`config.mk`:
```
export PLATFORM = sky130hd
export DESIGN_NAME = mod_unit
export DESIGN_NICKNAME = d
export VERILOG_FILES = /design/src/rtl/mod_unit.sv
export SDC_FILE = /design/constraint.sdc
export NUM_CORES = 1
export LEC_CHECK = 0
export BUFFER_PORTS_ARGS = -buffer_cell sky130_fd_sc_hd__buf_2
export CAP_MARGIN = 20
export CORE_MARGIN = 2
export CORE_UTILIZATION = 45
export DETAILED_ROUTE_END_ITERATION = 6
export PLACE_DENSITY = 0.76
export RECOVER_POWER = 100
export SLEW_MARGIN = 0
export SYNTH_ARGS = -nofsm -noshare
export SYNTH_HDL_FRONTEND = slang
export SYNTH_SLANG_ARGS = --single-unit
```
`constraint.sdc`:
```
create_clock -name clk -period 5.8 [get_ports clk]
set_input_delay 0.29 -clock clk [delete_from_list [all_inputs] [get_ports clk]]
set_output_delay 0.29 -clock clk [all_outputs]
set_load 0.005 [all_outputs]
```
`src/rtl/mod_unit.sv`:
```
// rtl/mod_unit.sv - restoring remainder unit, one dividend bit per cycle
module mod_unit #(
   parameter int N = 8
) (
   input  logic         clk,
   input  logic         rst,
   input  logic         start,
   input  logic [N-1:0] dividend,
   input  logic [N-1:0] divisor,
   output logic [N-1:0] rem,
   output logic         valid
);

   localparam int CW = $clog2(N + 1);

   logic [N-1:0]  rem_q;
   logic [N-1:0]  shreg;
   logic [N-1:0]  div_q;
   logic [CW-1:0] cnt;
   logic          active;

   function automatic logic [N-1:0] step(input logic [N-1:0] r, input logic b,
                                         input logic [N-1:0] dv);
      logic [N:0] t;
      t = {r, b};
      if (t >= {1'b0, dv}) begin
         t = t - {1'b0, dv};
      end
      return t[N-1:0];
   endfunction

   // The MSB is consumed on the start edge itself so the final remainder is
   // ready after N edges counting the start edge.
   always_ff @(posedge clk or posedge rst) begin
      if (rst) begin
         rem_q  <= '0;
         shreg  <= '0;
         div_q  <= '0;
         cnt    <= '0;
         active <= 1'b0;
         valid  <= 1'b0;
      end else if (start) begin
         rem_q  <= step('0, dividend[N-1], divisor);
         shreg  <= dividend << 1;
         div_q  <= divisor;
         cnt    <= CW'(N - 1);
         active <= 1'b1;
         valid  <= 1'b0;
      end else if (active) begin
         rem_q <= step(rem_q, shreg[N-1], div_q);
         shreg <= shreg << 1;
         cnt   <= cnt - CW'(1);
         if (cnt == CW'(1)) begin
            active <= 1'b0;
            valid  <= 1'b1;
         end
      end else begin
         valid <= 1'b0;
      end
   end

   assign rem = rem_q;

endmodule

```
==> results of run 1 <==
-- layout make-up --
| class | instances | area (µm²) |
|---|---|---|
| Inverter | 19 | 71.32 |
| Sequential cell | 29 | 725.7 |
| Clock buffer | 6 | 72.57 |
| Multi-Input combinational cell | 150 | 1057 |
| Tap cell | 50 | 62.56 |
| Timing Repair Buffer | 28 | 130.1 |
| Fill cell | 397 | 1899 |
| Clock inverter | 2 | 10.01 |
-- logic make-up (layout without fill, tap and decap cells) --
logic type	Yosys count	after routing	share of synthesized area (%)
AO/OA/AOI/OAI	58	58	22.47
XOR/XNOR	4	4	1.856
adder cells (fa/ha/maj)	13	13	9.012
buffers and inverters	28	55	5.567
flip-flops	29	29	38.44
multiplexers	9	9	4.838
AND/OR/NAND/NOR	66	66	17.83
-- routing by layer --
| layer | vias up | share of wire [%] | track usage (%) |
|---|---|---|---|
| met2 | 43 | 47 | 30.65 |
| li1 | 794 | - | - |
| met4 | 0 | 1.3 | 8.088 |
| met3 | 5 | 5.1 | 3.734 |
| met1 | 751 | 47 | 26.80 |
| met5 | - | 0 | 0 |
-- power by group --
part           switching, µW  leakage (µW)  internal (µW)
sequential              40.5      0.000355            236
combinational            205      0.000659            169
clock                   78.1     0.0000450           82.9
-- worst paths after layout --
check	startpoint	endpoint	cells past startpoint	slack [ns]
worst max-delay path	start	rem[2]	5	3.43
worst min-delay path	rst	cnt[1]	2	0.02
worst max register to register	shreg[7]	rem[2]	8	3.49
worst min register to register	div_q[0]	div_q[0]	1	0.51
max in group asynchronous	rst	div_q[5]	3	4.61
min in group clk	dividend[3]	shreg[4]	3	0.21
-- critical path, stage by stage --
cell and delay [ns]:
clkbuf_1 0.95, nor2_1 0.39, a22oi_1 0.27, o21ai_0 0.13
or4_1 0.49
-- state kept, by name, indices dropped and copies added, names as in the netlist --
register,cells
div_q,8
rem,8
shreg,7
cnt,4
active,1
valid,1
-- metrics by stage --
step           hold WS, ns  instances  area [µm²]  setup slack, ns  total power, µW
6_report           0.01775        284        2130            3.430            811.7
5_1_grt            0.06614        284        2130            3.085            877.2
4_1_cts             0.2054        283        2135            3.497            817.8
3_5_place_dp        0.5032        275        2052            3.504            653.2
3_3_place_gp        0.4835        275        2052            3.453            642.8
2_1_floorplan       0.3681        207        1888            3.649            557.0
-- synthesized netlist by cell type (all sizes together) (2+ instances only) --
library cell  instances
a221o                10
nor2                 15
o31a                  2
inv                  19
dfrtp                29
xnor2                 2
o2111ai               2
mux2i                 8
nand2b                4
a21o                  2
o21bai                2
nand2                20
xor2                  2
nor3                  8
o21a                  2
o21ai                23
clkbuf                8
nor2b                 5
nand3                 4
a21oi                 7
ha                   12
a22oi                 4
or4                   2
and3                  2
==> impl_metrics.json, run 1 <==
{
  "cts_tree": "built",
  "synth.area.top_cells": "dfrtp_1, ha_1, o21ai_0, a221o_1, mux2i_1",
  "powerDensity_nw_per_um2": 381.1,
  "worst_pin_slew_ns": 1.339,
  "core_area_um2": 4029,
  "clockRootBuffer": "clkbuf_8",
  "cts_setup_buffers": 0,
  "fmaxAchievable_ghz": 0.4219,
  "fin_skew_ns": 0.003511,
  "ir_worst_vdd_mv": 0.1819,
  "crit_path_end_kind": "register",
  "die_height_um": 68.78,
  "grt_pass1_vias": 1445,
  "synth_top_area_cell": "dfrtp_1",
  "cts_buffer_depth": 2,
  "synth_area_um2": 1888,
  "layout_min_cycle_time_ns": 2.370,
  "yosysSeqAreaShare_pct": 38.44,
  "syn_nets": 239,
  "worst_setup_path_start_kind": "primary input",
  "finalSetupTns_ns": 0,
  "io_pins": 28,
  "hold_class": "primary input to asynchronous set/reset pin",
  "finalCritPeriodShare_pct": 40.87,
  "synth_warnings": 0,
  "drive_gt1_share_pct": 16.24,
  "netlist_instances": 207,
  "finalNetCount": 265,
  "antenna_found_initial": 0,
  "synth_cell_types": 44,
  "routed_wl_um": 4137,
  "fp-row-count": 23,
  "clock_sinks": 29,
  "wire_per_inst_um": 14.57,
  "avgViaCountPerCell": 5.609,
  "hold_viol": 0,
  "grt_max_degree": 40,
  "maxCapViolations": 0,
  "hpwl_um": 3104,
  "cts_max_level": 2,
  "synth_edf_count": 0,
  "drt_pass1_iterations": 5,
  "n_antenna_cell": 0,
  "path_clk_slew_ns": 0.06,
  "syn2layout_area_growth_pct": 12.79,
  "ys_async_sr_fraction_pct": 100.0,
  "ys_seq_elements": 29,
  "start_util_pct": 46.86,
  "vias": 1593,
  "cts_buffers": 5,
  "grt-ovfl-total": 0,
  "fp.dieW_um": 68.78,
  "syn_area_per_cell_um2": 9.121,
  "layout.cells.most_common": "dfrtp_1",
  "required_ns": 5.96,
  "setup_viol": 0,
  "insertion_delay_ns": 0.28,
  "gp_congestion": 0.9188,
  "layout_common_cells": "dfrtp_1, o21ai_0, nand2_1, buf_2, inv_1",
  "slew_violations": 0,
  "ys.flop_type": "dfrtp_1",
  "criticalPathCategory": "primary input to register",
  "cts_resized": 0,
  "cts_hold_buf": 0,
  "ant_nets": 0,
  "fin_util_pct": 52.86,
  "outcome": "finished, final reports clean",
  "p_leak_uw": 0.001059,
  "maxSlewHeadroom_pct": 10.76,
  "grt_pass1_wl_um": 6755,
  "cp_max_fo": 39,
  "cp.arrival_ns": 2.53,
  "drc": 0,
  "die_area_um2": 4730,
  "drtIter0Drc": 85,
  "rsz0062_at_grt": "false",
  "io_buffers": 27,
  "synth_top_area_share_pct": 38.44,
  "grt.total_usage_pct": 19.66
}
Power figures use the tool's default switching activity.
==> run 2, diff against run 1 <==
--- a/config.mk
+++ b/config.mk
@@ -10,7 +10,7 @@
 export CORE_MARGIN = 2
 export CORE_UTILIZATION = 45
 export DETAILED_ROUTE_END_ITERATION = 6
-export PLACE_DENSITY = 0.76
+export PLACE_DENSITY = 0.79
 export RECOVER_POWER = 100
 export SLEW_MARGIN = 0
 export SYNTH_ARGS = -nofsm -noshare
==> constraint.sdc (replaced) <==
create_clock -name clk -period 2 [get_ports clk]
set_input_delay 0.1 -clock clk [delete_from_list [all_inputs] [get_ports clk]]
set_output_delay 0.1 -clock clk [all_outputs]
set_load 0.005 [all_outputs]
==> impl_metrics.json, run 2 (same netlist as run 1, synthesis figures left out) <==
{
  "outcome": "complete, but fails checks",
  "violations": "negative setup slack",
  "ir_worst_vdd_mv": 0.4563,
  "setup_viol": 8,
  "r2r-start": "rem[0]",
  "fin_skew_ns": 0.007212,
  "vias": 1702,
  "hold_slack_ns": 0.01881,
  "intPower_uw": 1751,
  "rrSetupSlack_ns": -0.23,
  "io_pins": 28,
  "crit_path_end_kind": "register",
  "grt_pass1_wl_um": 7265,
  "hold_class": "primary input to register",
  "top_usage_layer": "met2",
  "n_antenna_cell": 0,
  "cp.arrival_ns": 2.38,
  "finalCritPeriodShare_pct": 111.6,
  "layout_setup_ws_ns": -0.2328,
  "hold_viol": 0,
  "n_fill_cell": 359,
  "hpwl_um": 3378,
  "globalRouteMet1Util_pct": 30.03,
  "criticalPathCategory": "register to register",
  "drc": 0,
  "path_clk_slew_ns": 0.06,
  "syn2layout_area_growth_pct": 26.57,
  "required_ns": 2.15,
  "io_buffers": 27,
  "layout_min_cycle_time_ns": 2.233,
  "p_leak_uw": 0.001210,
  "antenna_found_initial": 0,
  "worst_setup_path_start_kind": "register",
  "drtIter0Drc": 141,
  "core_area_um2": 4029,
  "maxSlewHeadroom_pct": 22.87,
  "fp-row-count": 23,
  "power_frac_comb_pct": 49.4,
  "startpoint": "rem[0]",
  "drive_gt1_share_pct": 26.14,
  "cts_buffers": 5,
  "grtUsageMet2_pct": 31.85,
  "grt_max_degree": 35,
  "gp_congestion": 0.9330,
  "power.share.sequential_pct": 27.4,
  "layout_common_cells": "dfrtp_1, buf_2, o21ai_0",
  "avgViaCountPerCell": 5.420,
  "cts_max_level": 2,
  "fmaxAchievable_ghz": 0.4479,
  "die_height_um": 68.78,
  "clockRootBuffer": "clkbuf_8",
  "insertion_delay_ns": 0.29,
  "powerDensity_nw_per_um2": 1147,
  "drt_pass1_iterations": 4,
  "cts_tree": "built",
  "ant_nets": 0,
  "clkPwrFrac_pct": 23.2,
  "dp_slack_ns": -0.2157,
  "layout.cells.non_filler": 314,
  "p_sw_uw": 990.9,
  "die_area_um2": 4730,
  "cts_buffer_depth": 2,
  "timing.rr.end": "rem[2]",
  "cp_max_fo": 5,
  "fin_util_pct": 59.32,
  "clock_sinks": 29,
  "finalNetCount": 295,
  "grt_use_met3_pct": 4.708,
  "grt-ovfl-total": 0,
  "worst_pin_slew_ns": 1.157,
  "p_sw_share_pct": 36.14,
  "r2r_cells": 6,
  "start_util_pct": 46.86,
  "rsz0062_at_grt": "true",
  "fp.dieW_um": 68.78,
  "layout.cells.most_common": "dfrtp_1",
  "grt.total_usage_pct": 21.23,
  "routed_wl_um": 4440,
  "wire_per_inst_um": 14.14,
  "dp_cells": 303,
  "slew_violations": 0,
  "grt_pass1_vias": 1528,
  "maxCapViolations": 0,
  "crit_end": "rem[2]",
  "finalSetupTns_ns": -1.544
}
## run 2: layer usage
layer  vias up  routed length (µm)
li1        856                   -
met1       791                2057
met2        49                2045
met3         6                 269
met4         0                  67
met5         -                   0
## run 2: timing repair
| item | in CTS | in global routing |
|---|---|---|
| hold endpoints to repair | 29 | 0 |
| resized for setup | 3 | 2 |
| setup buffers | 0 | 2 |
| hold buffers | 1 | 0 |
| pin swaps | 1 | 2 |
| setup endpoints to repair | 8 | 8 |
## run 2: final cells by class
cell class	count	area (µm²)	share of cell area [%]
clock buffer	7	86.33	3.613
clock inverter	1	30.03	1.257
inverter	19	71.32	2.984
multi-input combinational	150	1080	45.18
sequential	29	725.7	30.37
tap	50	62.56	2.618
timing repair buffer	58	334.1	13.98
## run 2: power by group through the flow
stage / sequential, µW / clock [µW] / combinational, µW
finish: 751 / 636 / 1350
floorplan: 783 / 0 / 833
global route: 761 / 680 / 1500
CTS: 748 / 645 / 1380
global placement: 752 / 0 / 1330
detailed placement: 756 / 0 / 1360
## run 2: critical path, cell delays in order, from the launching register on
cell,delay [ns]
dfrtp_1,0.42
ha_4,0.25
nor2b_4,0.13
o31a_4,0.29
o41ai_4,0.43
nor2_1,0.06
or4_1,0.51
## run 2: per-stage QoR
| stage | total power (µW) | cell area (µm²) |
|---|---|---|
| 5_1_grt | 2938 | 2390 |
| 4_1_cts | 2777 | 2396 |
| 2_1_floorplan | 1616 | 1889 |
| 3_3_place_gp | 2084 | 2262 |
| 6_report | 2742 | 2390 |
| 3_5_place_dp | 2120 | 2262 |
## run 2: how the worst min path moves through the flow
stage | from | end | slack (ns) | cells after the start
6_report | dividend[4] | shreg[5] | 0.02 | 3
2_1_floorplan | rst | active | 0.18 | 1
3_3_place_gp | rst | shreg[2] | 0.19 | 3
5_1_grt | dividend[3] | shreg[4] | 0.03 | 3
3_5_place_dp | rst | shreg[1] | 0.19 | 3
4_1_cts | dividend[3] | shreg[4] | 0.01 | 3
==> run 3, diff against run 2 <==
--- a/config.mk
+++ b/config.mk
@@ -5,12 +5,13 @@
 export SDC_FILE = /design/constraint.sdc
 export NUM_CORES = 1
 export LEC_CHECK = 0
+export ABC_AREA = 1
 export BUFFER_PORTS_ARGS = -buffer_cell sky130_fd_sc_hd__buf_2
 export CAP_MARGIN = 20
 export CORE_MARGIN = 2
 export CORE_UTILIZATION = 45
 export DETAILED_ROUTE_END_ITERATION = 6
-export PLACE_DENSITY = 0.79
+export PLACE_DENSITY = 0.76
 export RECOVER_POWER = 100
 export SLEW_MARGIN = 0
 export SYNTH_ARGS = -nofsm -noshare
==> constraint.sdc (replaced) <==
create_clock -name clk -period 2.4 [get_ports clk]
set_input_delay 0.12 -clock clk [delete_from_list [all_inputs] [get_ports clk]]
set_output_delay 0.12 -clock clk [all_outputs]
set_load 0.005 [all_outputs]
==> impl_metrics.json, run 3 <==
{
  "outcome": "finished, final reports clean",
  "die_height_um": 70.58,
  "cts_max_level": 2,
  "n_antenna_cell": 0,
  "die_area_um2": 4981,
  "netlist_instances": 269,
  "yosysSeqAreaShare_pct": 36.39,
  "grt_max_degree": 30,
  "slowest_delay_ns": 0.39,
  "drive_gt1_share_pct": 15.28,
  "finalCritPeriodShare_pct": 79.36,
  "cp_max_fo": 8,
  "grt_pass1_wl_um": 7921,
  "synth_top_area_share_pct": 36.39,
  "path_clk_slew_ns": 0.06,
  "ant_nets": 0,
  "hold_viol": 0,
  "grt-ovfl-total": 0,
  "syn2layout_area_growth_pct": 12.36,
  "core_area_um2": 4324,
  "clock_sinks": 29,
  "wire_per_inst_um": 12.65,
  "yosysMostFrequentCell": "nand2_1",
  "drtIter0Drc": 85,
  "n_fill_cell": 436,
  "setup_viol": 0,
  "grt.total_usage_pct": 19.90,
  "rsz0062_at_grt": "false",
  "worst_pin_slew_ns": 0.9917,
  "clockRootBuffer": "clkbuf_8",
  "fin_util_pct": 51.82,
  "antenna_found_initial": 0,
  "slew_violations": 0,
  "criticalPathCategory": "register to register",
  "synth.area.top_cells": "dfrtp_1, nand2_1, inv_1, ha_1, nand3_1",
  "powerDensity_nw_per_um2": 942.8,
  "fp.dieW_um": 70.58,
  "cts_tree": "built",
  "crit_family": "simple AND/OR/NAND/NOR gates",
  "layout.cells.non_filler": 353,
  "ir_worst_vdd_mv": 0.3992,
  "finalSetupTns_ns": 0,
  "crit_path_top_delay_cell": "dfrtp_1",
  "syn_area_per_cell_um2": 7.414,
  "ys_top_cells_by_count": "nand2_1, inv_1, dfrtp_1, nand3_1, o21ai_0",
  "io_pins": 28,
  "ys_async_sr_fraction_pct": 100.0,
  "dp_cells": 344,
  "synth_cell_types": 33,
  "hold_class": "primary input to register",
  "crit_path_end_kind": "register",
  "synth_warnings": 0,
  "layout.cells.most_common": "nand2_1",
  "start_util_pct": 46.12,
  "p_leak_uw": 0.001206,
  "crit_chain": "inv_1 > ha_1 > nand2_1 > nor2_1 > nand2_2 > nand3_2 > nand3_1 > nand3b_1 > nand3_1 > nand2_1",
  "critPathBufInv": 1,
  "maxCapViolations": 0,
  "worst_setup_path_start_kind": "register",
  "gp_congestion": 0.8144,
  "vias": 1760,
  "io_buffers": 27,
  "fin_skew_ns": 0.006276,
  "ys.flop_type": "dfrtp_1",
  "layout_common_cells": "nand2_1, inv_1, dfrtp_1",
  "grt_pass1_vias": 1761,
  "synth_edf_count": 0,
  "finalNetCount": 332,
  "fp-row-count": 24,
  "cts_buffer_depth": 2,
  "ys_seq_elements": 29,
  "synth_top_area_cell": "dfrtp_1",
  "synth_area_um2": 1994,
  "fmaxAchievable_ghz": 0.5250,
  "avgViaCountPerCell": 4.986,
  "drc": 0,
  "cp.arrival_ns": 2.13,
  "insertion_delay_ns": 0.28,
  "syn_nets": 301,
  "cts_buffers": 5,
  "hpwl_um": 3416,
  "maxSlewHeadroom_pct": 33.89,
  "required_ns": 2.62,
  "layout_min_cycle_time_ns": 1.905,
  "routed_wl_um": 4467,
  "drt_pass1_iterations": 4
}
==> run 3: routing by layer <==
layer | wire length, µm | track usage (%) | vias to the layer above
li1 | - | - | 910
met1 | 1997 | 24.70 | 807
met2 | 2169 | 34.07 | 35
met3 | 219 | 4.843 | 8
met4 | 80 | 6.918 | 0
met5 | 0 | 0 | -
==> run 3: stage by stage <==
step                worst slack, ns  area (µm²)  hold slack [ns]  total power [µW]
finish                       0.4953        2241          0.04631              2113
floorplan                    0.7960        1994           0.1981              1491
global placement             0.6243        2177           0.2116              1730
global route                 0.2262        2241          0.06644              2305
CTS                          0.5955        2267          0.04020              2153
detailed placement           0.6057        2177           0.2174              1759
==> run 3: worst paths after layout <==
path                             start  endpoint  slack (ns)  depth (start not counted)
min                        dividend[6]  shreg[7]        0.05                          3
min reg2reg                   div_q[0]  div_q[0]        0.49                          2
max reg2reg                   div_q[1]    rem[5]        0.50                         10
max                           div_q[1]    rem[5]        0.50                         10
max in group asynchronous          rst  shreg[3]        1.66                          4
min in group asynchronous          rst    cnt[2]        0.46                          4
==> run 3: area by class of cell <==
class | count | area [µm²] | area share, %
flip-flops and latches | 29 | 725.7 | 32.38
repair buffers | 29 | 146.4 | 6.533
clock buffers | 8 | 80.08 | 3.573
multi-input cells | 183 | 1028 | 45.90
inverters | 52 | 195.2 | 8.710
well taps | 52 | 65.06 | 2.903
==> run 3: worst register-to-register path: stages, from the launching register on <==
cell      delay (ns)
dfrtp_1         0.39
inv_1           0.08
ha_1            0.38
nand2_1         0.09
nor2_1          0.15
nand2_2         0.08
nand3_2         0.07
nand3_1         0.26
nand3b_1        0.18
nand3_1         0.08
nand2_1         0.09
==> run 3: cells by family (layout without fill, tap and decap cells) <==
kind of cell             count (synthesis)  count (layout)  synth area share [%]
buffers and inverters                   57              89                 11.04
XOR/XNOR                                 5               5                 2.196
AO/OA/AOI/OAI                           35              35                 10.23
AND/OR/NAND/NOR                        130             130                 31.62
flip-flops                              29              29                 36.39
adder cells (fa/ha/maj)                 13              13                 8.532
==> run 3: timing repair <==
item                      in CTS  in global routing
hold buffers                   1                  0
hold endpoints to repair      29                  0
setup buffers                  0                  0
gates resized for setup        0                  0
==> run 3: power by group <==
part           leakage (µW)  switching, µW  internal (µW)
Clock             0.0000395            179            205
Combinational      0.000813            665            406
Sequential         0.000354           69.9            587
Total               0.00121            914           1200
